**src/rtl/sram_fifo_ctrl_256_32.sv**
```systemverilog
`default_nettype none
// +--------------------------------------------------------------------------+
// | Module   : sram_fifo_ctrl_256_32                                         |
// | Brief    : valid/ready FIFO over a 1R1W SRAM with a 2-entry prefetch     |
// |            output buffer; optional high-water mark (SRAM_FIFO_STATS_EN). |
// | Revision : 1.0                                                           |
// +--------------------------------------------------------------------------+
module sram_fifo_ctrl_256_32 #(
    parameter int DATA_WIDTH = 32,
    parameter int ADDR_WIDTH = 8,
    parameter int DEPTH      = 256
) (
    input  logic                  clk,
    input  logic                  rst,
    input  logic                  clear,
    input  logic [DATA_WIDTH-1:0] in_data,
    input  logic                  in_valid,
    output logic                  in_ready,
    output logic [DATA_WIDTH-1:0] out_data,
    output logic                  out_valid,
    input  logic                  out_ready,
    output logic [ADDR_WIDTH:0]   count,
    output logic [ADDR_WIDTH-1:0] sram_wadr,
    output logic [DATA_WIDTH-1:0] sram_d,
    output logic                  sram_we,
    output logic [ADDR_WIDTH-1:0] sram_radr,
    output logic                  sram_re,
    input  logic [DATA_WIDTH-1:0] sram_q
`ifdef SRAM_FIFO_STATS_EN
    ,
    output logic [ADDR_WIDTH:0]   hwm
`endif
);

    localparam logic [ADDR_WIDTH:0] c_DEPTH   = (ADDR_WIDTH+1)'(DEPTH);
    localparam logic [ADDR_WIDTH:0] c_PTR_ONE = (ADDR_WIDTH+1)'(1);

    logic [ADDR_WIDTH:0]   r_wptr;
    logic [ADDR_WIDTH:0]   r_rptr;
    logic [ADDR_WIDTH:0]   r_count;
    logic [ADDR_WIDTH:0]   w_count_nxt;
    logic                  r_inflight;
    logic [1:0]            r_obuf_cnt;
    logic [DATA_WIDTH-1:0] r_obuf0;
    logic [DATA_WIDTH-1:0] r_obuf1;
    logic                  w_flush;
    logic                  w_accept;
    logic                  w_pop;
    logic                  w_prefetch;
    logic [2:0]            w_slots;

    assign w_flush   = rst | clear;
    assign in_ready  = ~w_flush & (r_count < c_DEPTH);
    assign w_accept  = in_valid & in_ready;
    assign out_valid = ~w_flush & (r_obuf_cnt != 2'd0);
    assign out_data  = r_obuf0;
    assign w_pop     = out_valid & out_ready;
    assign count     = r_count;

    // Buffer slots committed after this cycle; crediting the pop keeps one
    // read issued every cycle in steady state.
    assign w_slots    = {1'b0, r_obuf_cnt} + {2'b00, r_inflight} - {2'b00, w_pop};
    assign w_prefetch = ~w_flush & (r_wptr != r_rptr) & (w_slots < 3'd2);

    assign sram_we   = w_accept;
    assign sram_wadr = r_wptr[ADDR_WIDTH-1:0];
    assign sram_d    = in_data;
    assign sram_re   = w_prefetch;
    assign sram_radr = r_rptr[ADDR_WIDTH-1:0];

    always_comb begin
        w_count_nxt = r_count;
        if (w_accept && !w_pop) begin
            w_count_nxt = r_count + c_PTR_ONE;
        end else if (!w_accept && w_pop) begin
            w_count_nxt = r_count - c_PTR_ONE;
        end
    end

    always_ff @(posedge clk) begin
        if (w_flush) begin
            r_wptr     <= '0;
            r_rptr     <= '0;
            r_count    <= '0;
            r_inflight <= 1'b0;
            r_obuf_cnt <= 2'd0;
        end else begin
            r_count    <= w_count_nxt;
            r_inflight <= w_prefetch;
            if (w_accept) begin
                r_wptr <= r_wptr + c_PTR_ONE;
            end
            if (w_prefetch) begin
                r_rptr <= r_rptr + c_PTR_ONE;
            end
            // sram_q is only meaningful while a read is in flight
            case ({r_inflight, w_pop})
                2'b01: begin
                    r_obuf0    <= r_obuf1;
                    r_obuf_cnt <= r_obuf_cnt - 2'd1;
                end
                2'b10: begin
                    if (r_obuf_cnt == 2'd0) begin
                        r_obuf0 <= sram_q;
                    end else begin
                        r_obuf1 <= sram_q;
                    end
                    r_obuf_cnt <= r_obuf_cnt + 2'd1;
                end
                2'b11: begin
                    if (r_obuf_cnt == 2'd1) begin
                        r_obuf0 <= sram_q;
                    end else begin
                        r_obuf0 <= r_obuf1;
                        r_obuf1 <= sram_q;
                    end
                end
                default: ;
            endcase
        end
    end

`ifdef SRAM_FIFO_STATS_EN
    logic [ADDR_WIDTH:0] r_hwm;

    always_ff @(posedge clk) begin
        if (w_flush) begin
            r_hwm <= '0;
        end else if (w_count_nxt > r_hwm) begin
            r_hwm <= w_count_nxt;
        end
    end

    assign hwm = r_hwm;
`endif

endmodule
`default_nettype wire

```
**config.mk**
```make
export PLATFORM = sky130hd
export DESIGN_NAME = sram_fifo_ctrl_256_32
export DESIGN_NICKNAME = d
export VERILOG_FILES = /design/src/rtl/sram_fifo_ctrl_256_32.sv
export SDC_FILE = /design/constraint.sdc
export NUM_CORES = 1
export LEC_CHECK = 0
export CORE_MARGIN = 2
export CORE_UTILIZATION = 55
export CTS_BUF_LIST = sky130_fd_sc_hd__clkbuf_16
export CTS_CLUSTER_SIZE = 24
export DETAILED_ROUTE_END_ITERATION = 16
export DONT_BUFFER_PORTS = 1
export MAX_ROUTING_LAYER = met4
export PLACE_DENSITY = 0.74
export SYNTH_ARGS = -nofsm -noshare
export SYNTH_HDL_FRONTEND = slang
export SYNTH_SLANG_ARGS = --single-unit
```
**constraint.sdc**
```tcl
create_clock -name clk -period 4.81 [get_ports clk]
set_input_delay 0.481 -clock clk [delete_from_list [all_inputs] [get_ports clk]]
set_output_delay 0.481 -clock clk [all_outputs]
set_load 0.005 [all_outputs]
```
==> results of run 1 <==
==> placed cells by master, fill, tap and decap left out, types with 5 or more instances in the layout <==
| master | synthesis | layout |
|---|---|---|
| a22o_1 | 33 | 33 |
| nand3_1 | 12 | 12 |
| clkbuf_16 | 0 | 9 |
| a21oi_1 | 15 | 15 |
| nor2_1 | 22 | 22 |
| o21ai_0 | 10 | 10 |
| xnor2_1 | 15 | 15 |
| ha_1 | 16 | 16 |
| or4_1 | 6 | 6 |
| nand2_1 | 20 | 20 |
| dfxtp_1 | 30 | 30 |
| inv_1 | 10 | 10 |
| edfxtp_1 | 64 | 64 |
| xor2_1 | 5 | 5 |
| or3_1 | 6 | 6 |
==> cells by family (layout without fill, tap and decap cells) <==
logic type | count (synthesis) | in the layout | synth area share, %
AO/OA/AOI/OAI | 80 | 80 | 13.0
flip-flops | 94 | 94 | 56.2
XOR/XNOR | 20 | 20 | 3.90
adder cells (fa/ha/maj) | 18 | 18 | 5.35
multiplexers | 2 | 2 | 0.446
AND/OR/NAND/NOR | 91 | 91 | 11.0
buffers and inverters | 71 | 29 | 10.0
==> area by class of cell <==
cell class	instances	share of cell area [%]
tap	102	2.81
clock inverter	7	1.65
sequential	94	55.5
clock buffer	9	4.96
inverter	10	0.826
multi-input combinational	211	33.8
timing repair buffer	3	0.496
==> sequential cells by signal, indices dropped and copies added (netlist names) <==
register,count
r_inflight,1
r_obuf1,32
count,9
out_data,32
r_wptr,9
r_rptr,9
r_obuf_cnt,2
==> metal layers <==
layer,global-route usage (%),part of all wire [%]
met4,4.95,1.2
met3,7.74,9.0
met1,24.8,45
met2,28.8,45
met5,-,0
==> where the power goes <==
group	total [mW]	switching, mW	leakage (nW)	internal [mW]
clock	0.698	0.329	0.145	0.369
sequential	0.868	0.00525	0.817	0.863
combinational	0.0581	0.0352	0.661	0.0229
==> worst max-delay path by stage <==
stage                                     startpoint                      to  slack, ps  cells after the start
after floorplan                                clear   out_data[0]$_DFFE_PP_        440                      8
after global placement                         clear  r_rptr[7]$_SDFFE_PP0P_       1630                     12
after detailed placement  r_obuf_cnt[1]$_SDFFE_PP0P_  r_rptr[5]$_SDFFE_PP0P_       1500                     13
after CTS                 r_obuf_cnt[1]$_SDFFE_PP0P_                 sram_re       1140                     12
after global routing      r_obuf_cnt[1]$_SDFFE_PP0P_                 sram_re        950                     12
final                     r_obuf_cnt[1]$_SDFFE_PP0P_                 sram_re       1200                     12
==> qor.txt, run 1 <==
Synth Net Count: 463
Area after DPL: 0.00424 mm^2
crit-path max FO: 13
max_cap viols: 0
Place WS: 1500 ps
Post-synth EDFFs: 64
Reg clk slew, reported paths: 80 ps
worst flop-to-flop path endpoint: r_rptr[5]$_SDFFE_PP0P_
Final min period: 3610 ps
Worst Hold End: r_obuf1[3]$_DFFE_PP_
Final Cell Area: 0.00454 mm^2
Final Util: 58.2%
Data required, critical path: 4330 ps
area of the multi-input gates: 0.00153 mm^2
Layout Nets: 416
P per Cell Area: 357 mW/mm^2
Post-Syn Area: 0.00449 mm^2
number of CTS-inserted buffers: 9
CP Launch Type: flip-flop
postcts setup bufs: 0
CP delay by family, top: simple AND/OR/NAND/NOR gates
GRT Overall Usage: 19.3%
first-pass GRT wire length: 13,000 um
Longest Clk Path Bufs: 2
initial antenna violation count: 0
Final Hold Violating Endpoints: 0
largest net degree at the start of global routing: 36
Die ar.: 0.00890 mm^2
Worst Skew: 11.0 ps
synthesized flop and latch total: 94
reg-to-reg startpoint: r_obuf_cnt[1]$_SDFFE_PP0P_
area leader, netlist: edfxtp_1
Reg2Reg Depth: 13
Critical Path Max Stage Delay: 420 ps
row cnt: 32
grt total ovfl: 0
Post-Synthesis Cells: 376
crit path cell chain: inv_1 -> ha_1 -> nor2_1 -> nand2_1 -> inv_1 -> ha_1 -> nand2b_1 -> fa_1 -> xnor2_1 -> and2_1 -> o31ai_1 -> nor2_1
Via Count: 2,647
Routed WL: 8160 um
Cell variety after synth: 47
DR iter-0 viols: 98
Area growth, synth to finish: 1.25%
layout cells sized above 1: 8.08%
Leak: 1.62 nW
ranking of synthesized cells by area: edfxtp_1 43%, dfxtp_1 13%, buf_4 8.0%
Hold WS: 234 ps
unrepaired setup endpoints after global routing: no
Initial Util: 57.5%
CTS tree: yes
WP buf/inv: 2
Tot Pwr: 1.62 mW
Synth Flop Type: edfxtp_1
Hold Startpoint: sram_q[3]
Die Wd: 94.3 um
Hold Buf Count CTS: 0
Mean Syn Cell Area: 11.9 um^2
worst-margin pin slew: 1270 ps
core area: 0.00781 mm^2
fillcell total: 608
top-area cell type share of the netlist area: 42.8%
synth warn: 0
Post-synth top cells: 64 x edfxtp_1, 48 x buf_4, 33 x a22o_1
# DRC: 0
I/O pins: 162
HPWL Detailed: 5620 um
setup violators final: 0
post-synthesis sequential area ratio: 56.2%
slowest cell on the critical path: dfxtp_1
critical path arrival: 3130 ps
register area: 0.00252 mm^2
H-tree depth: 3
Max Slew Vio Count: 0
period utilization: 75.1%
antenna diode count: 0
Post-Route Setup TNS: 0 ps
reg2reg setup slack: 1430 ps
hold path depth: 0
Clk Latency, worst-skew pair: 340 ps
Port Buf Inserts: 0
Worst VDD drop: 0.000208 V
post-CTS sizing: 0
GP Congestion: 0.787
clock sinks: 94
vias in the first global route: 2,497
Root Driver: clkbuf_16
number of routed nets with antenna violations: 0
Worst Hold Class: in -> reg
status: completed
final worst slack: 1200 ps
drt first pass iters: 4
placed cell count: 420
crit end category: output pin
Avg WL per Cell: 18.7 um
Rel. slew slack: 14.5%
fraction of registers with async set/reset: 0%
fmax: 277 MHz
Finished Layout Cells: 436
vias per cell: 6.07
Crit Path Class: reg -> out
chip height: 94.3 um
top-count cell post-synth: edfxtp_1
No activity file was read; power rests on OpenSTA's default activity.
==> run 2, diff against run 1 <==
--- a/config.mk
+++ b/config.mk
@@ -12,7 +12,7 @@
 export DETAILED_ROUTE_END_ITERATION = 16
 export DONT_BUFFER_PORTS = 1
 export MAX_ROUTING_LAYER = met4
-export PLACE_DENSITY = 0.74
+export PLACE_DENSITY = 0.77
 export SYNTH_ARGS = -nofsm -noshare
 export SYNTH_HDL_FRONTEND = slang
 export SYNTH_SLANG_ARGS = --single-unit
==> constraint.sdc (replaced) <==
create_clock -name clk -period 3.1 [get_ports clk]
set_input_delay 0.31 -clock clk [delete_from_list [all_inputs] [get_ports clk]]
set_output_delay 0.31 -clock clk [all_outputs]
set_load 0.005 [all_outputs]
==> qor.txt, run 2 (synthesized netlist as in run 1, its figures left out) <==
worst-margin pin slew: 1040 ps (-233 ps)
WP buf/inv: 2 (unchanged)
postcts setup bufs: 0 (unchanged)
Worst Skew: 7.26 ps (-3.71 ps)
Routed WL: 8240 um (+0.92%)
Worst Hold Class: in -> reg
Reg clk slew, reported paths: 70 ps (about the same)
vias per cell: 6.02 (-0.87%)
HPWL Detailed: 5790 um (+3.0%)
Final Hold Violating Endpoints: 0 (unchanged)
antenna diode count: 0 (unchanged)
grt total ovfl: 0 (unchanged)
Area after DPL: 0.00431 mm^2 (+1.6%)
Final Cell Area: 0.00463 mm^2 (+1.9%)
Final min period: 2930 ps
Die Wd: 94.3 um (unchanged)
Max Slew Vio Count: 0 (unchanged)
CP Depth: 12 (unchanged)
Crit Path Class: reg -> out
largest net degree at the start of global routing: 36 (unchanged)
CP delay by family, top: adder cells
Critical Path Max Stage Delay: 390 ps (-30 ps)
DR iter-0 viols: 105 (+7.1%)
H-tree depth: 3 (unchanged)
Clk Latency, worst-skew pair: 340 ps (about the same)
row cnt: 32 (unchanged)
core area: 0.00781 mm^2 (unchanged)
Reg2Reg Depth: 13 (unchanged)
Root Driver: clkbuf_16
crit path cell chain: inv_1 -> ha_1 -> nor2_2 -> nand2_2 -> inv_1 -> ha_1 -> nand2b_1 -> fa_1 -> xnor2_1 -> and2_4 -> o31ai_4 -> nor2_2
Rel. slew slack: 30.8% (+16 points)
Worst VDD drop: 0.000325 V (+56%)
setup violators final: 0 (unchanged)
period utilization: 94.4%
Initial Util: 57.5% (unchanged)
Hold Buf Count CTS: 0 (unchanged)
status: completed
GRT Overall Usage: 20.0% (+0.72 points)
commonest non-fill, non-tap cell in the layout: edfxtp_1
chip height: 94.3 um (unchanged)
Port Buf Inserts: 0 (unchanged)
most frequent cells in the layout: 64 x edfxtp_1, 33 x a22o_1, 29 x dfxtp_1
placed cell count: 428 (+1.9%)
Die ar.: 0.00890 mm^2 (unchanged)
CTS tree: yes
max_cap viols: 0 (unchanged)
layout cells sized above 1: 12.0% (+3.9 points)
crit end category: output pin
vias in the first global route: 2,700 (+8.1%)
Area growth, synth to finish: 3.15%
P per Cell Area: 544 mW/mm^2 (+52%)
slowest cell on the critical path: fa_1
critical path arrival: 2620 ps (-510 ps)
Layout Nets: 424 (+1.9%)
Avg WL per Cell: 18.5 um (-0.90%)
Post-Route Setup TNS: 0 ps (unchanged)
fmax: 342 MHz
clock sinks: 94 (unchanged)
hold path depth: 0 (unchanged)
# DRC: 0 (unchanged)
Via Count: 2,672 (+0.94%)
Longest Clk Path Bufs: 2 (unchanged)
first-pass GRT wire length: 13,400 um (+3.1%)
Finished Layout Cells: 444 (+1.8%)
crit-path max FO: 7 (-6)
Leak: 1.68 nW (+3.3%)
number of routed nets with antenna violations: 0 (unchanged)
Data required, critical path: 2790 ps (-1540 ps)
unrepaired setup endpoints after global routing: no
number of CTS-inserted buffers: 9 (unchanged)
initial antenna violation count: 0 (unchanged)
GP Congestion: 0.901 (+15%)
CP Launch Type: flip-flop
I/O pins: 162 (unchanged)
drt first pass iters: 4 (unchanged)
-- run 2: worst reg2reg max path, cell delays in order, from the launching register on --
cell	delay, ps
dfxtp_2	350
inv_1	70
ha_1	230
nor2_2	130
nand2_2	100
inv_1	80
ha_1	230
nand2b_1	150
fa_1	390
xnor2_1	150
and2_4	180
o31ai_4	100
or4_1	520
a21oi_1	150
-- run 2: layout make-up --
type,instances,area (um^2)
Inverter,10,37.5
Sequential cell,94,2520
Multi-Input combinational cell,211,1560
Tap cell,102,128
Timing Repair Buffer,11,82.6
Clock buffer,9,225
Clock inverter,7,68.8
Fill cell,627,3180
-- run 2: routing by layer --
layer  global-route usage, %  vias to the layer above  wire [um]
met5                       -                        -          0
met1                    25.1                     1259       3500
met3                    8.30                       32        860
met4                    7.49                        0        156
met2                    29.3                      114       3720
li1                        -                     1267          -
-- run 2: power breakdown --
part / total, mW / internal (mW) / switching (mW) / leakage, nW
combinational: 0.0968 / 0.0397 / 0.0571 / 0.712
sequential: 1.35 / 1.34 / 0.00698 / 0.818
clock: 1.08 / 0.571 / 0.507 / 0.147
total: 2.52 / 1.95 / 0.571 / 1.68
-- run 2: worst paths after layout --
path | from | to | slack [ps]
worst min register to register | r_wptr[8]$_SDFFE_PP0P_ | r_wptr[8]$_SDFFE_PP0P_ | 500
worst min-delay path | sram_q[11] | r_obuf1[11]$_DFFE_PP_ | 60
worst max register to register | r_obuf_cnt[0]$_SDFFE_PP0P_ | r_rptr[5]$_SDFFE_PP0P_ | 220
worst max-delay path | r_obuf_cnt[0]$_SDFFE_PP0P_ | sram_re | 170
-- run 2: metrics by stage --
stage | utilization [%] | total power [mW] | hold slack (ps) | setup WS [ps]
finish | 59.3 | 2.52 | 56.9 | 174
global route | 59.3 | 2.61 | 39.2 | 5.25
CTS | 59.1 | 2.54 | 46.7 | 10.5
detailed placement | 55.2 | 1.47 | 409 | 67.3
global placement | 55.2 | 1.47 | 409 | 225
floorplan | - | 1.48 | 409 | 14.5
-- run 2: timing repair --
action                     CTS  global route
pin swaps                    1             2
cloned                       0             0
setup endpoints to repair    1             7
resized for setup            2             5
